[src/rtl/shift_reg_pkg.sv]
// Shared definitions for the universal shift register: mode encodings and widths.
package shift_reg_pkg;

    localparam int MODE_W = 3;

    typedef enum logic [MODE_W-1:0] {
        MODE_HOLD  = 3'd0,
        MODE_LOAD  = 3'd1,
        MODE_SHL   = 3'd2,
        MODE_SHR   = 3'd3,
        MODE_ROTL  = 3'd4,
        MODE_ROTR  = 3'd5,
        MODE_ASHR  = 3'd6,
        MODE_CLEAR = 3'd7
    } mode_t;

endpackage

[src/rtl/shift_reg_univ_sat_counter.sv]
// Saturating up-counter with clear-to-zero and set-to-max controls.
// Reset parks the count at MAX so a freshly reset register reads as drained.
module sat_counter #(
    parameter int W   = 4,
    parameter int MAX = 8
) (
    input  logic         clk,
    input  logic         rst,
    input  logic         en,
    input  logic         inc,
    input  logic         clr,
    input  logic         setMax,
    output logic [W-1:0] cnt
);

    localparam logic [W-1:0] MaxVal = W'(MAX);

    logic [W-1:0] cnt_q;
    logic [W-1:0] cnt_d;

    // Next count: clear wins over set-max, which wins over a saturating increment.
    always_comb begin
        cnt_d = cnt_q;
        if (clr) begin
            cnt_d = '0;
        end else if (setMax) begin
            cnt_d = MaxVal;
        end else if (inc && (cnt_q != MaxVal)) begin
            cnt_d = cnt_q + W'(1);
        end
    end

    // Count register: reset first, then the enable gates every update.
    always_ff @(posedge clk) begin
        if (rst) begin
            cnt_q <= MaxVal;
        end else if (en) begin
            cnt_q <= cnt_d;
        end
    end

    assign cnt = cnt_q;

endmodule

[src/rtl/shift_reg_univ.sv]
// Universal WIDTH-bit shift register with clock enable, eight modes and a
// saturating shift counter that flags when a loaded word has been shifted out.
module shift_reg_univ
    import shift_reg_pkg::*;
#(
    parameter int               WIDTH   = 8,
    parameter logic [WIDTH-1:0] RST_VAL = {WIDTH{1'b0}}
) (
    input  logic              clk,
    input  logic              rst,
    input  logic              en,
    input  logic [MODE_W-1:0] mode,
    input  logic [WIDTH-1:0]  d,
    input  logic              sin_r,
    input  logic              sin_l,
    output logic [WIDTH-1:0]  q,
    output logic              sout_l,
    output logic              sout_r,
    output logic              drained
);

    localparam int CNT_W = $clog2(WIDTH + 1);
    localparam logic [CNT_W-1:0] CntMax = CNT_W'(WIDTH);

    mode_t            modeSel;
    logic [WIDTH-1:0] q_q;
    logic [WIDTH-1:0] q_d;
    logic [WIDTH-1:0] shlBase;
    logic [WIDTH-1:0] shrBase;
    logic             cntInc;
    logic             cntClr;
    logic             cntSetMax;
    logic [CNT_W-1:0] cnt;

    assign modeSel = mode_t'(mode);

    // Shift bases are built with shift operators and then have their vacated
    // bit patched, so the same code stays legal when WIDTH is 1.
    assign shlBase = q_q << 1;
    assign shrBase = q_q >> 1;

    // Next-state data: one case on mode, defaulting to hold.
    always_comb begin
        q_d = q_q;
        unique case (modeSel)
            MODE_HOLD:  q_d = q_q;
            MODE_LOAD:  q_d = d;
            MODE_SHL: begin
                q_d    = shlBase;
                q_d[0] = sin_r;
            end
            MODE_SHR: begin
                q_d          = shrBase;
                q_d[WIDTH-1] = sin_l;
            end
            MODE_ROTL: begin
                q_d    = shlBase;
                q_d[0] = q_q[WIDTH-1];
            end
            MODE_ROTR: begin
                q_d          = shrBase;
                q_d[WIDTH-1] = q_q[0];
            end
            MODE_ASHR: begin
                q_d          = shrBase;
                q_d[WIDTH-1] = q_q[WIDTH-1];
            end
            MODE_CLEAR: q_d = '0;
            default:    q_d = q_q;
        endcase
    end

    // Counter controls: every shift or rotate counts, load restarts, clear drains.
    always_comb begin
        cntInc    = (modeSel == MODE_SHL)  || (modeSel == MODE_SHR) ||
                    (modeSel == MODE_ROTL) || (modeSel == MODE_ROTR) ||
                    (modeSel == MODE_ASHR);
        cntClr    = (modeSel == MODE_LOAD);
        cntSetMax = (modeSel == MODE_CLEAR);
    end

    // Data register: reset beats enable, enable beats mode.
    always_ff @(posedge clk) begin
        if (rst) begin
            q_q <= RST_VAL;
        end else if (en) begin
            q_q <= q_d;
        end
    end

    sat_counter #(
        .W   (CNT_W),
        .MAX (WIDTH)
    ) uCounter (
        .clk    (clk),
        .rst    (rst),
        .en     (en),
        .inc    (cntInc),
        .clr    (cntClr),
        .setMax (cntSetMax),
        .cnt    (cnt)
    );

    assign q       = q_q;
    assign sout_l  = q_q[WIDTH-1];
    assign sout_r  = q_q[0];
    assign drained = (cnt == CntMax);

endmodule

[config.mk]
export PLATFORM = sky130hd
export DESIGN_NAME = shift_reg_univ
export DESIGN_NICKNAME = d
export VERILOG_FILES = /design/src/rtl/shift_reg_pkg.sv /design/src/rtl/shift_reg_univ_sat_counter.sv /design/src/rtl/shift_reg_univ.sv
export SDC_FILE = /design/constraint.sdc
export NUM_CORES = 1
export LEC_CHECK = 0
export BUFFER_PORTS_ARGS = -buffer_cell sky130_fd_sc_hd__buf_4
export CAP_MARGIN = 20
export CORE_MARGIN = 10
export CORE_UTILIZATION = 49
export DETAILED_ROUTE_END_ITERATION = 10
export PLACE_DENSITY = 0.77
export REMOVE_ABC_BUFFERS = 1
export SYNTH_ARGS = -nofsm -noshare
export SYNTH_HDL_FRONTEND = slang
export SYNTH_HIERARCHICAL = 1
export SYNTH_SLANG_ARGS = --single-unit
[constraint.sdc]
create_clock -name clk -period 2.1 [get_ports clk]
set_input_delay 0.315 -clock clk [delete_from_list [all_inputs] [get_ports clk]]
set_output_delay 0.315 -clock clk [all_outputs]
set_load 0.02 [all_outputs]
==> results.txt, run 1 <==
* Outcome: finished, final reports clean
- Once the floorplan was initialized, standard cells occupied 51.1% of the core.
- Mean routed wirelength per cell: 15.2 µm
- Critical Path Sink Type: register
- Share of flip-flops with an asynchronous set or reset: 0%
- Number of antenna violations at the first check in global routing: 0
- At the pin with the least slew margin, the transition time is 561 ps.
- Setup violations remaining at the end of the flow were counted as 0.
- For this block, the initial DRC count from the detailed router was 32.
- Most common cell after layout, fill and taps aside: sky130_fd_sc_hd__buf_4
- The tool flagged a number of max-cap violations equal to 0.
* Final clock skew: 5.39 ps
- Post-route non-filler standard cell count: about 150
* Highest attainable clock frequency: between 600 and 700 MHz
- The clock passes through at most 2 buffers.
- Setup repair after global routing left no endpoint under its margin.
- The filler cells instantiated in the layout total 157.
* Clock net sink count: 12
- Global routing finished with a remaining overflow of 0.
* R2r worst-path depth: 5
* Portion of the post-synthesis area used by sequential elements: 27.5%
* P per Cell Area: 553 nW/µm²
- PortBufs: 26
* Most frequent cells in the layout: 26 x sky130_fd_sc_hd__buf_4, 12 x sky130_fd_sc_hd__dfxtp_1, 10 x sky130_fd_sc_hd__nand2_1
- TritonCTS built the clock tree.
* Vias in the first global route: 874
* Detailed-route via count: 876
- Later-pin clock latency in the skew report: 270 ps
- The cell count after synthesis came out at 105.
* Syn avg cell area: roughly 8.3 µm²
- CTS buffer count: 3
- Proportion of layout cells with a drive suffix above 1: 31.8%
- For this run, the post-layout net count is 148.
- Relative slew slack: 62.5%
- The worst setup path is of the reg -> reg kind.
- Yosys reg bits: 12
- Min-Delay Endpoint: uCounter/cnt[1]
- Setup crit start kind: register
- Period utilization: 73.6%
- Count of final hold-check violations: 0
- Worst stage delay on the critical path: 450 ps
* Chip Width: 62.2 µm
- The detail route stage leaves a number of antenna-violating nets equal to 0.
- During I/O placement, the number of pins put on the boundary was 27.
- Gates resized during post-CTS repair numbered 0.
- The final count of pins violating max slew came to 0.
* Floorplan die height: 62.2 µm
- The repair_antennas step left the layout with diodes totalling 0.
* H-tree levels: 1
* Rows: 15
- Detailed placement ended at an HPWL of 1780 µm.
* Critical path arrival: ~1800 ps
- Together, buffers and inverters on the worst path number 1.
* Worst min-delay path startpoint: rst
- Leak: 0.000434 µW
- At the end of routability-driven placement, the weighted congestion stood at 0.763.
- Global routing used 11.8% of the available tracks.
- Hold path cells: 2
- Max Fanout on Critical Path: 6
- The worst register-to-register path begins at uCounter/cnt[1].
* End of the worst register-to-register path: uCounter/cnt[2]
- The cell sitting at the root of the clock tree is a sky130_fd_sc_hd__clkbuf_4.
* Number of setup buffers added after CTS: 0
- The Yosys step of the flow raised 6 warnings.
- Cells after DPL: 150
- Syn-to-layout area delta: 24.0%
- Residual DRC: 0
* EDFF count, synth: 0
* Number of distinct library cell variants in the gate-level netlist after synthesis: 38
- Cell with the biggest individual delay on the critical path: sky130_fd_sc_hd__dfxtp_1
* Detailed-route wire length: 2340 µm
* Required time at the worst-slack endpoint: 2300 ps
- Walking the worst path, the cells encountered are inv_1 > ha_1 > and3b_1 > or4_1 > a21oi_1.
- The path class of the tightest hold or removal check is in -> reg.
- Detailed-routing iteration count for the pre-antenna-repair pass: 4
* Largest delay contributor family on the critical path: simple AND/OR/NAND/NOR gates
- After clock tree synthesis, the flow added hold-fix buffers numbering 0.
- In the synthesized netlist the dominant register cell turns out to be sky130_fd_sc_hd__dfxtp_1.
- Global-route wire length before repair: 3940 µm
- Total Negative Setup Slacks: 0 ps
- Maximum number of pins on one net before global-route repair: 20
* Synthesized cell area: a little under 900 µm²
* Core Footprint: 1710 µm²
* Peak supply drop: 372 µV
- Die outline area: 3870 µm²
- The worst register-to-register path has a setup slack of between 500 and 600 ps.
- The worst path in the final design needs a cycle of about 1500 ps, including I/O delays and setup.
* Clock-pin slew reported for the worst setup and hold paths after clock tree synthesis: 80 ps
* Detailed-route vias per instance: 5.69
[power by group]
| part | total [µW] | switching (µW) | internal, µW |
|---|---|---|---|
| sequential | 254 | 15.4 | 239 |
| combinational | 157 | 82.7 | 74.8 |
| clock | 186 | 80.8 | 105 |
| total | 598 | 179 | 419 |
[metal layers]
| layer | share of wire (%) | GRT usage, % |
|---|---|---|
| met5 | 0 | 0 |
| met4 | 2.1 | 4.00 |
| met3 | 6.1 | 3.41 |
| met2 | 50 | 20.1 |
| met1 | 42 | 13.7 |
[flip-flops by register name, summed over array words and instances (netlist names)]
| signal | cells |
|---|---|
| q | 8 |
| uCounter/cnt | 4 |
[synthesized netlist by cell type (2+ instances only)]
master	n	area share, %
sky130_fd_sc_hd__buf_4	2	1.7
sky130_fd_sc_hd__buf_6	3	3.9
sky130_fd_sc_hd__a221oi_1	6	6.0
sky130_fd_sc_hd__nand3b_1	2	1.7
sky130_fd_sc_hd__nand2b_1	2	1.4
sky130_fd_sc_hd__nor2_1	5	2.2
sky130_fd_sc_hd__o21ai_0	9	5.2
sky130_fd_sc_hd__o211ai_1	2	1.7
sky130_fd_sc_hd__dfxtp_1	12	28
sky130_fd_sc_hd__inv_1	3	1.3
sky130_fd_sc_hd__o21ai_1	7	4.0
sky130_fd_sc_hd__nor2b_1	2	1.4
sky130_fd_sc_hd__and2_1	3	2.2
sky130_fd_sc_hd__a21oi_1	7	4.0
sky130_fd_sc_hd__mux2_2	6	7.7
sky130_fd_sc_hd__nand4_1	2	1.4
sky130_fd_sc_hd__nand2_1	10	4.3
sky130_fd_sc_hd__ha_1	2	2.9
[worst max-delay path by stage]
stage,start,end,cells after the start
floorplan,uCounter/cnt[1],drained,1
global placement,mode[2],uCounter/cnt[3],6
detailed placement,mode[2],uCounter/cnt[3],6
CTS,uCounter/cnt[0],uCounter/cnt[2],5
global route,uCounter/cnt[1],uCounter/cnt[2],5
finish,uCounter/cnt[1],uCounter/cnt[2],5
[cell families after synthesis]
logic type / synth area share, %
buf+inv: 8.03
xor+xnor: 1.00
simple gates: 22.1
mux: 7.75
flops: 27.5
fa+ha+maj: 2.87
compound gates: 30.7
[cell type report]
cell class / instances / area (µm²) / area share [%]
sequential: 12 / 240 / 22.2
clock buffer: 4 / 36.3 / 3.36
multi-input combinational: 83 / 562 / 52.0
tap: 25 / 31.3 / 2.89
timing repair buffer: 26 / 195 / 18.1
inverter: 4 / 16.3 / 1.50
[per-stage QoR]
step	setup WS, ps	hold slack (ps)	instance area, µm²	util, %	power, µW
6_report	555	243	1080	63.3	598
5_1_grt	421	242	1080	63.3	633
4_1_cts	552	244	1080	63.3	601
3_5_place_dp	356	491	1040	61.2	417
3_3_place_gp	411	485	1040	61.2	413
2_1_floorplan	661	384	818	-	344
Note: power is estimated with default switching activity, not from simulation.
==> run 2, diff against run 1 <==
--- a/config.mk
+++ b/config.mk
@@ -5,12 +5,13 @@
 export SDC_FILE = /design/constraint.sdc
 export NUM_CORES = 1
 export LEC_CHECK = 0
+export ABC_AREA = 1
 export BUFFER_PORTS_ARGS = -buffer_cell sky130_fd_sc_hd__buf_4
 export CAP_MARGIN = 20
 export CORE_MARGIN = 10
-export CORE_UTILIZATION = 49
+export CORE_UTILIZATION = 46
 export DETAILED_ROUTE_END_ITERATION = 10
-export PLACE_DENSITY = 0.77
+export PLACE_DENSITY = 0.74
 export REMOVE_ABC_BUFFERS = 1
 export SYNTH_ARGS = -nofsm -noshare
 export SYNTH_HDL_FRONTEND = slang
==> constraint.sdc (replaced) <==
create_clock -name clk -period 1.25 [get_ports clk]
set_input_delay 0.1875 -clock clk [delete_from_list [all_inputs] [get_ports clk]]
set_output_delay 0.1875 -clock clk [all_outputs]
set_load 0.02 [all_outputs]
==> results.txt, run 2 <==
- In this run the number of H-tree levels came out at 1.
* Cell taking the most area after synthesis: sky130_fd_sc_hd__dfxtp_1
- Clock net sink count: 12
- The floorplan step defined a die boundary enclosing 4380 µm².
- In this run, synthesis produced a sequential element count of 12.
- The synthesized design devotes to its leading area cell type 24.5% of total area.
- CTS buffer count: 3
- Once detail routing completed, the nets flagged for antenna violations numbered 0.
- Cells after DPL: 198
* Detailed-routing iteration count for the pre-antenna-repair pass: 4
* Total of max-cap violations: 0
- Summing over every cut layer, the via total after detailed routing is 991.
- Buffer type at the clock tree root: sky130_fd_sc_hd__clkbuf_4
- Syn-to-layout area delta: 27.2%
- In the layout the commonest cells are 42 x sky130_fd_sc_hd__nand2_1, 31 x sky130_fd_sc_hd__buf_4, 18 x sky130_fd_sc_hd__nand3_1.
- In the post-route analysis, the smallest setup slack over all paths is -14.4 ps.
- Hold Buf Count CTS: 0
* Leading cell type by number of instances after synthesis: sky130_fd_sc_hd__nand2_1
- YS warnings: 6
- Share of flip-flops with an asynchronous set or reset: 0%
* Mean routed wirelength per cell: approximately 12 µm
* Max Fanout on Critical Path: 4
- Detailed-route vias per instance: approximately 4.8
- Top Ports: 27
- For the worst setup path, the data required time is 1060 ps.
- The tightest min-delay check is of the in -> reg type.
* Setup-failing EPs final: 1
* Final #Nets: 197
* Unrepaired setup endpoints after global routing: true
- Sum of net half-perimeters after detailed placement: 1960 µm
* Fin area: roughly 1200 µm²
- CTS Buffer Depth: 2
- The flow ran to the end, but the final reports show violations.
* Chip Width: between 60 and 70 µm
* Diode insertion count for antenna repair: 0
* Peak supply drop: 490 µV
* Post-route non-filler standard cell count: 205
* Max-slew violation total from the final report: 0
- Across every metal layer, demand over resource in global routing totals 11.8%.
- Main area contributors after synthesis: sky130_fd_sc_hd__dfxtp_1 24%, sky130_fd_sc_hd__nand2_1 16%, sky130_fd_sc_hd__nand3_1 9.2%
* Proportion of layout cells with a drive suffix above 1: between 30% and 40%
- Detailed-route wire length: 2480 µm
* Floorplan die height: 66.2 µm
- The number of hold-slack violations in the final timing report came to 0.
- Highest attainable clock frequency: 791 MHz
- Between clock sinks in the finished design, the worst skew comes to 0.468 ps.
- Number of distinct library cell variants in the gate-level netlist after synthesis: 24
* Violated checks: negative setup slack
- Vias in the first global route: 933
- P per Cell Area: 824 nW/µm²
- Global-route wire length before repair: 4220 µm
- For this run, design rule violations remaining after detail routing come to 0.
- Once placement finished, the instance area stood at 1160 µm².
- The worst setup path is captured at a primary output.
* PortBufs: 26
- Rows: 16
- The mapped netlist covers 981 µm².
- After filler insertion, the fill cell instance count of the layout stands at 202.
* Number of DRC markers in iteration 0: 27
- Setup crit start kind: register
* Final GP Congestion: 0.764
* Portion of the post-synthesis area used by sequential elements: 24.5%
- Across the whole layout, storage elements account for 249 µm².
- Leak: 0.000611 µW
- Critical path arrival: 1080 ps
* Most common cell after layout, fill and taps aside: sky130_fd_sc_hd__nand2_1
* Period minus WS final: between 1000 and 1500 ps
- Commonest cells post-synth: 42 x sky130_fd_sc_hd__nand2_1, 18 x sky130_fd_sc_hd__nand3_1, 17 x sky130_fd_sc_hd__nor2_1, 12 x sky130_fd_sc_hd__dfxtp_1, 11 x sky130_fd_sc_hd__inv_1
* Actual slew at the worst max-slew pin: 268 ps
* Worst slack at placement: about 19 ps
* Syn avg cell area: 6.54 µm²
- Grt total ovfl: 0
- The initial antenna violation count came to 0.
- Period utilization: 101%
- Total power of the final layout: 1030 µW
- The synthesized design contains 0 enable-type register cells.
* Most frequently used flop master after synthesis: sky130_fd_sc_hd__dfxtp_1
- Initial core utilization: 49.0%
- Clock-pin slew was measured on the worst setup and hold paths at 80 ps.
* Relative slew slack: 82.1%
- The multi-input combinational cells in the finished layout cover a total of ~640 µm².
* Mapped Cells: 150
- Setup CP Type: reg -> out
- Clock latency on the worst-skew pair, taken at its later pin, is 270 ps.
- Maximum number of pins on one net before global-route repair: 15
- The register with the most flip-flops in the layout has 8 of them.
- The core region is 2000 µm².
- TritonCTS built the clock tree.
[run 2: cell count changes after synthesis, moves of 8 or more]
| cell | previous run | this run |
|---|---|---|
| sky130_fd_sc_hd__nor2_1 | 5 | 17 |
| sky130_fd_sc_hd__nand3_1 | 1 | 18 |
| sky130_fd_sc_hd__a21oi_2 | 0 | 8 |
| sky130_fd_sc_hd__o21ai_0 | 9 | 1 |
| sky130_fd_sc_hd__inv_1 | 3 | 11 |
| sky130_fd_sc_hd__nand2_1 | 10 | 42 |
[run 2: layout make-up]
class,count,share of cell area [%]
clock buffers,4,2.91
inverters,16,4.81
multi-input cells,115,51.0
flip-flops and latches,12,20.0
well taps,27,2.71
repair buffers,31,18.7
[run 2: cell families (layout without fill, tap and decap cells)]
logic type	count (synthesis)	count (layout)	synth area share (%)
AO/OA/AOI/OAI	15	15	11.4
adder cells (fa/ha/maj)	2	2	2.55
buffers and inverters	23	51	12.2
AND/OR/NAND/NOR	98	98	49.4
flip-flops	12	12	24.5
[run 2: worst paths after layout]
check             startpoint              end  depth (start not counted)  slack (ps)
min reg2reg             q[1]             q[1]                          2         520
min                      rst             q[2]                          2         190
max reg2reg  uCounter/cnt[0]  uCounter/cnt[3]                          8          60
max          uCounter/cnt[1]          drained                          2         -10
[run 2: where the power goes]
| part | internal [µW] | switching [µW] | leakage (µW) |
|---|---|---|---|
| Clock | 177 | 131 | 0.0000210 |
| Sequential | 398 | 20.0 | 0.0000990 |
| Combinational | 127 | 175 | 0.000491 |
[run 2: routing by layer]
layer	part of all wire [%]	global-route usage (%)	wire length, µm	vias to the layer above
met1	42	13.2	1050	438
met2	52	21.1	1300	17
met4	0.32	1.57	8	0
met3	5.0	4.58	123	2
li1	-	-	-	534
met5	0	0	0	-
[run 2: metrics by stage]
| stage | hold slack [ps] | util, % | setup TNS, ps |
|---|---|---|---|
| 5_1_grt | 177 | 62.3 | -84.6 |
| 4_1_cts | 182 | 60.9 | -29.6 |
| 2_1_floorplan | 250 | - | -1.57 |
| 6_report | 189 | 62.3 | -14.4 |
| 3_3_place_gp | 471 | 58.2 | 0 |
| 3_5_place_dp | 476 | 58.2 | 0 |
[run 2: repair_timing]
item | 4_1_cts | 5_1_grt
resized for setup | 5 | 3
cloned | 0 | 0
pin swaps | 1 | 1
setup buffers | 1 | 2
endpoints found under the setup margin | 1 | 3
[run 2: critical path, stage by stage, from the launching register on]
cell                      delay [ps]
sky130_fd_sc_hd__dfxtp_4         370
sky130_fd_sc_hd__nor4_4          260
sky130_fd_sc_hd__buf_4           180
==> run 3, diff against run 2 <==
--- a/config.mk
+++ b/config.mk
@@ -9,9 +9,9 @@
 export BUFFER_PORTS_ARGS = -buffer_cell sky130_fd_sc_hd__buf_4
 export CAP_MARGIN = 20
 export CORE_MARGIN = 10
-export CORE_UTILIZATION = 46
+export CORE_UTILIZATION = 50
 export DETAILED_ROUTE_END_ITERATION = 10
-export PLACE_DENSITY = 0.74
+export PLACE_DENSITY = 0.77
 export REMOVE_ABC_BUFFERS = 1
 export SYNTH_ARGS = -nofsm -noshare
 export SYNTH_HDL_FRONTEND = slang
==> constraint.sdc (replaced) <==
create_clock -name clk -period 1.5 [get_ports clk]
set_input_delay 0.225 -clock clk [delete_from_list [all_inputs] [get_ports clk]]
set_output_delay 0.225 -clock clk [all_outputs]
set_load 0.02 [all_outputs]
==> results.txt, run 3 (same netlist as run 2, synthesis figures left out) <==
* CTS tree: done
- In this run, CTS created clock tree buffers numbering 3.
* Number of setup buffers added after CTS: 0
- Critical Path Sink Type: primary output
- The final count of pins violating max slew is 0.
* Residual DRC: 0
- Floorplan die height: between 60 and 70 µm
* End of the worst register-to-register path: uCounter/cnt[3]
* Worst R2R Setup Slack: 260 ps
- For this design the top-level I/O count stands at 27.
- The number of global-route vias before repair came to slightly below 1k.
- Across all hold checks on the routed design, the worst slack comes to 220 ps.
- Core occupancy in the finished layout: about 67%
- Maximum number of pins on one net before global-route repair: 16
- After the first detailed-routing iteration, the DRC count stood at between 40 and 50.
- Of all nets on the critical path, the largest fanout is 6.
- For met3 alone, demand over resource in global routing was 4.01%.
- Between clock sinks in the finished design, the worst skew comes to 3.35 ps.
- Unrepaired setup endpoints after global routing: false
- Initial core utilization: a little over half
- Outcome: finished, final reports clean
- The number of cells on the worst reg-to-reg path is 8.
- Across all layers, the routed design uses 1038 vias.
- Fillcell total: 183
- Cells with a size suffix above 1 make up between 30% and 40% of the layout.
- Leak: 0.000592 µW
* Cells after DPL: 196
- The library cells used most frequently in the layout, excluding fill and tap cells, are 42 x sky130_fd_sc_hd__nand2_1, 28 x sky130_fd_sc_hd__buf_4, 18 x sky130_fd_sc_hd__nand3_1.
- Dividing the detail-routed wire length by the instance count gives 12.2 µm.
* M2 GR Usage: between 10% and 20%
- Min-Delay Endpoint: q[3]
- Required time at the worst-slack endpoint: 1270 ps
- Die outline area: 4130 µm²
- Final GP Congestion: 0.867
* Core Footprint: 1800 µm²
- Across the run, the number of max-cap violations was 0.
- Buffer type at the clock tree root: sky130_fd_sc_hd__clkbuf_4
- Chip Width: 64.3 µm
- H-tree levels: 1
- Grt total ovfl: 0
- The setup path with the least slack is of type reg -> out.
- The initial antenna violation count was 0.
- Class of the tightest hold or removal check: in -> reg
- The register with the most flip-flops in the layout has 8 of them.
- After routing, the total negative slack on setup checks comes to 0 ps.
- Post-route non-filler standard cell count: 200
- Later-pin clock latency in the skew report: 270 ps
- In the global route stage, overall resource usage came out at 12.2%.
- Setup-failing EPs final: 0
* PortBufs: 26
- Hold path cells: 2
- The detail route stage leaves a number of antenna-violating nets equal to 0.
- Critical path arrival: approximately 1200 ps
* Count of final hold-check violations: 0
- Most Used Layer, Global Route: met2
- Most common cell after layout, fill and taps aside: sky130_fd_sc_hd__nand2_1
- Hold Buf Count CTS: 0
- Period minus WS final: 1430 ps
- Post-CTS repair changed the size of 0 cells.
- Relative to the synthesized area, the layout overhead comes to 22.8%.
* Clock-pin slew reported for the worst setup and hold paths after clock tree synthesis: 80 ps
- Rows: 15
- The startpoint identified for the worst register-to-register timing path is uCounter/cnt[0].
* Diode insertion count for antenna repair: 0
- Clock net sink count: 12
- The first detailed-routing pass ran for 4 iterations.
- P per Cell Area: 706 nW/µm²
- Worst min-delay path startpoint: rst
- In the routed layout, each cell is associated on average with a via count of about 5.2.
- Global-route wire length before repair: ~4300 µm
- Routing usage on met1: between 10 and 15%
- The final layout contains routed wiring with a total length of 2440 µm.
* CTS Buffer Depth: 2
- After layout, the worst path uses 95.5% of the clock period.
- The worst setup path is launched from a register.
- Highest attainable clock frequency: between 600 and 700 MHz
- VDD sags by at most 490 µV.
* Total power of the final layout: 850 µW
* Relative slew slack: 81.2%
- Sum of net half-perimeters after detailed placement: 1900 µm
* Actual slew at the worst max-slew pin: 279 ps
- Final #Nets: a little under 200
-- run 3: worst max-delay path: stages, from the launching register on --
cell,delay [ps]
sky130_fd_sc_hd__dfxtp_1,380
sky130_fd_sc_hd__nor4_2,350
sky130_fd_sc_hd__buf_4,200
-- run 3: how the worst max path moves through the flow --
stage,start,endpoint,slack [ps]
CTS,uCounter/cnt[1],drained,110
global placement,uCounter/cnt[0],uCounter/cnt[3],320
finish,uCounter/cnt[1],drained,70
floorplan,uCounter/cnt[1],drained,210
global route,uCounter/cnt[3],drained,5
detailed placement,mode[1],uCounter/cnt[2],300
-- run 3: final cells by class --
cell class	count	area, µm²	area share, %
multi-input cells	115	627	52.0
well taps	25	31.3	2.60
clock buffers	4	36.3	3.01
flip-flops and latches	12	240	19.9
repair buffers	28	210	17.4
inverters	16	60.1	4.98
-- run 3: stage by stage --
step                      setup WS, ps  area, µm²
after global routing              5.26       1200
after floorplan                    211        921
after CTS                          107       1200
after detailed placement           297       1160
after global placement             316       1160
final                             67.6       1200
-- run 3: routing by layer --
metal  wire, µm  vias up
li1           -      531
met1       1110      483
met2       1150       22
met3        156        2
met4         13        0
met5          0        -
-- run 3: where the power goes --
part | leakage (µW) | switching, µW | internal (µW) | total [µW]
Combinational | 0.000473 | 141 | 99.9 | 241
Clock | 0.0000210 | 110 | 147 | 257
Sequential | 0.0000977 | 19.1 | 333 | 352
Total | 0.000592 | 270 | 580 | 850
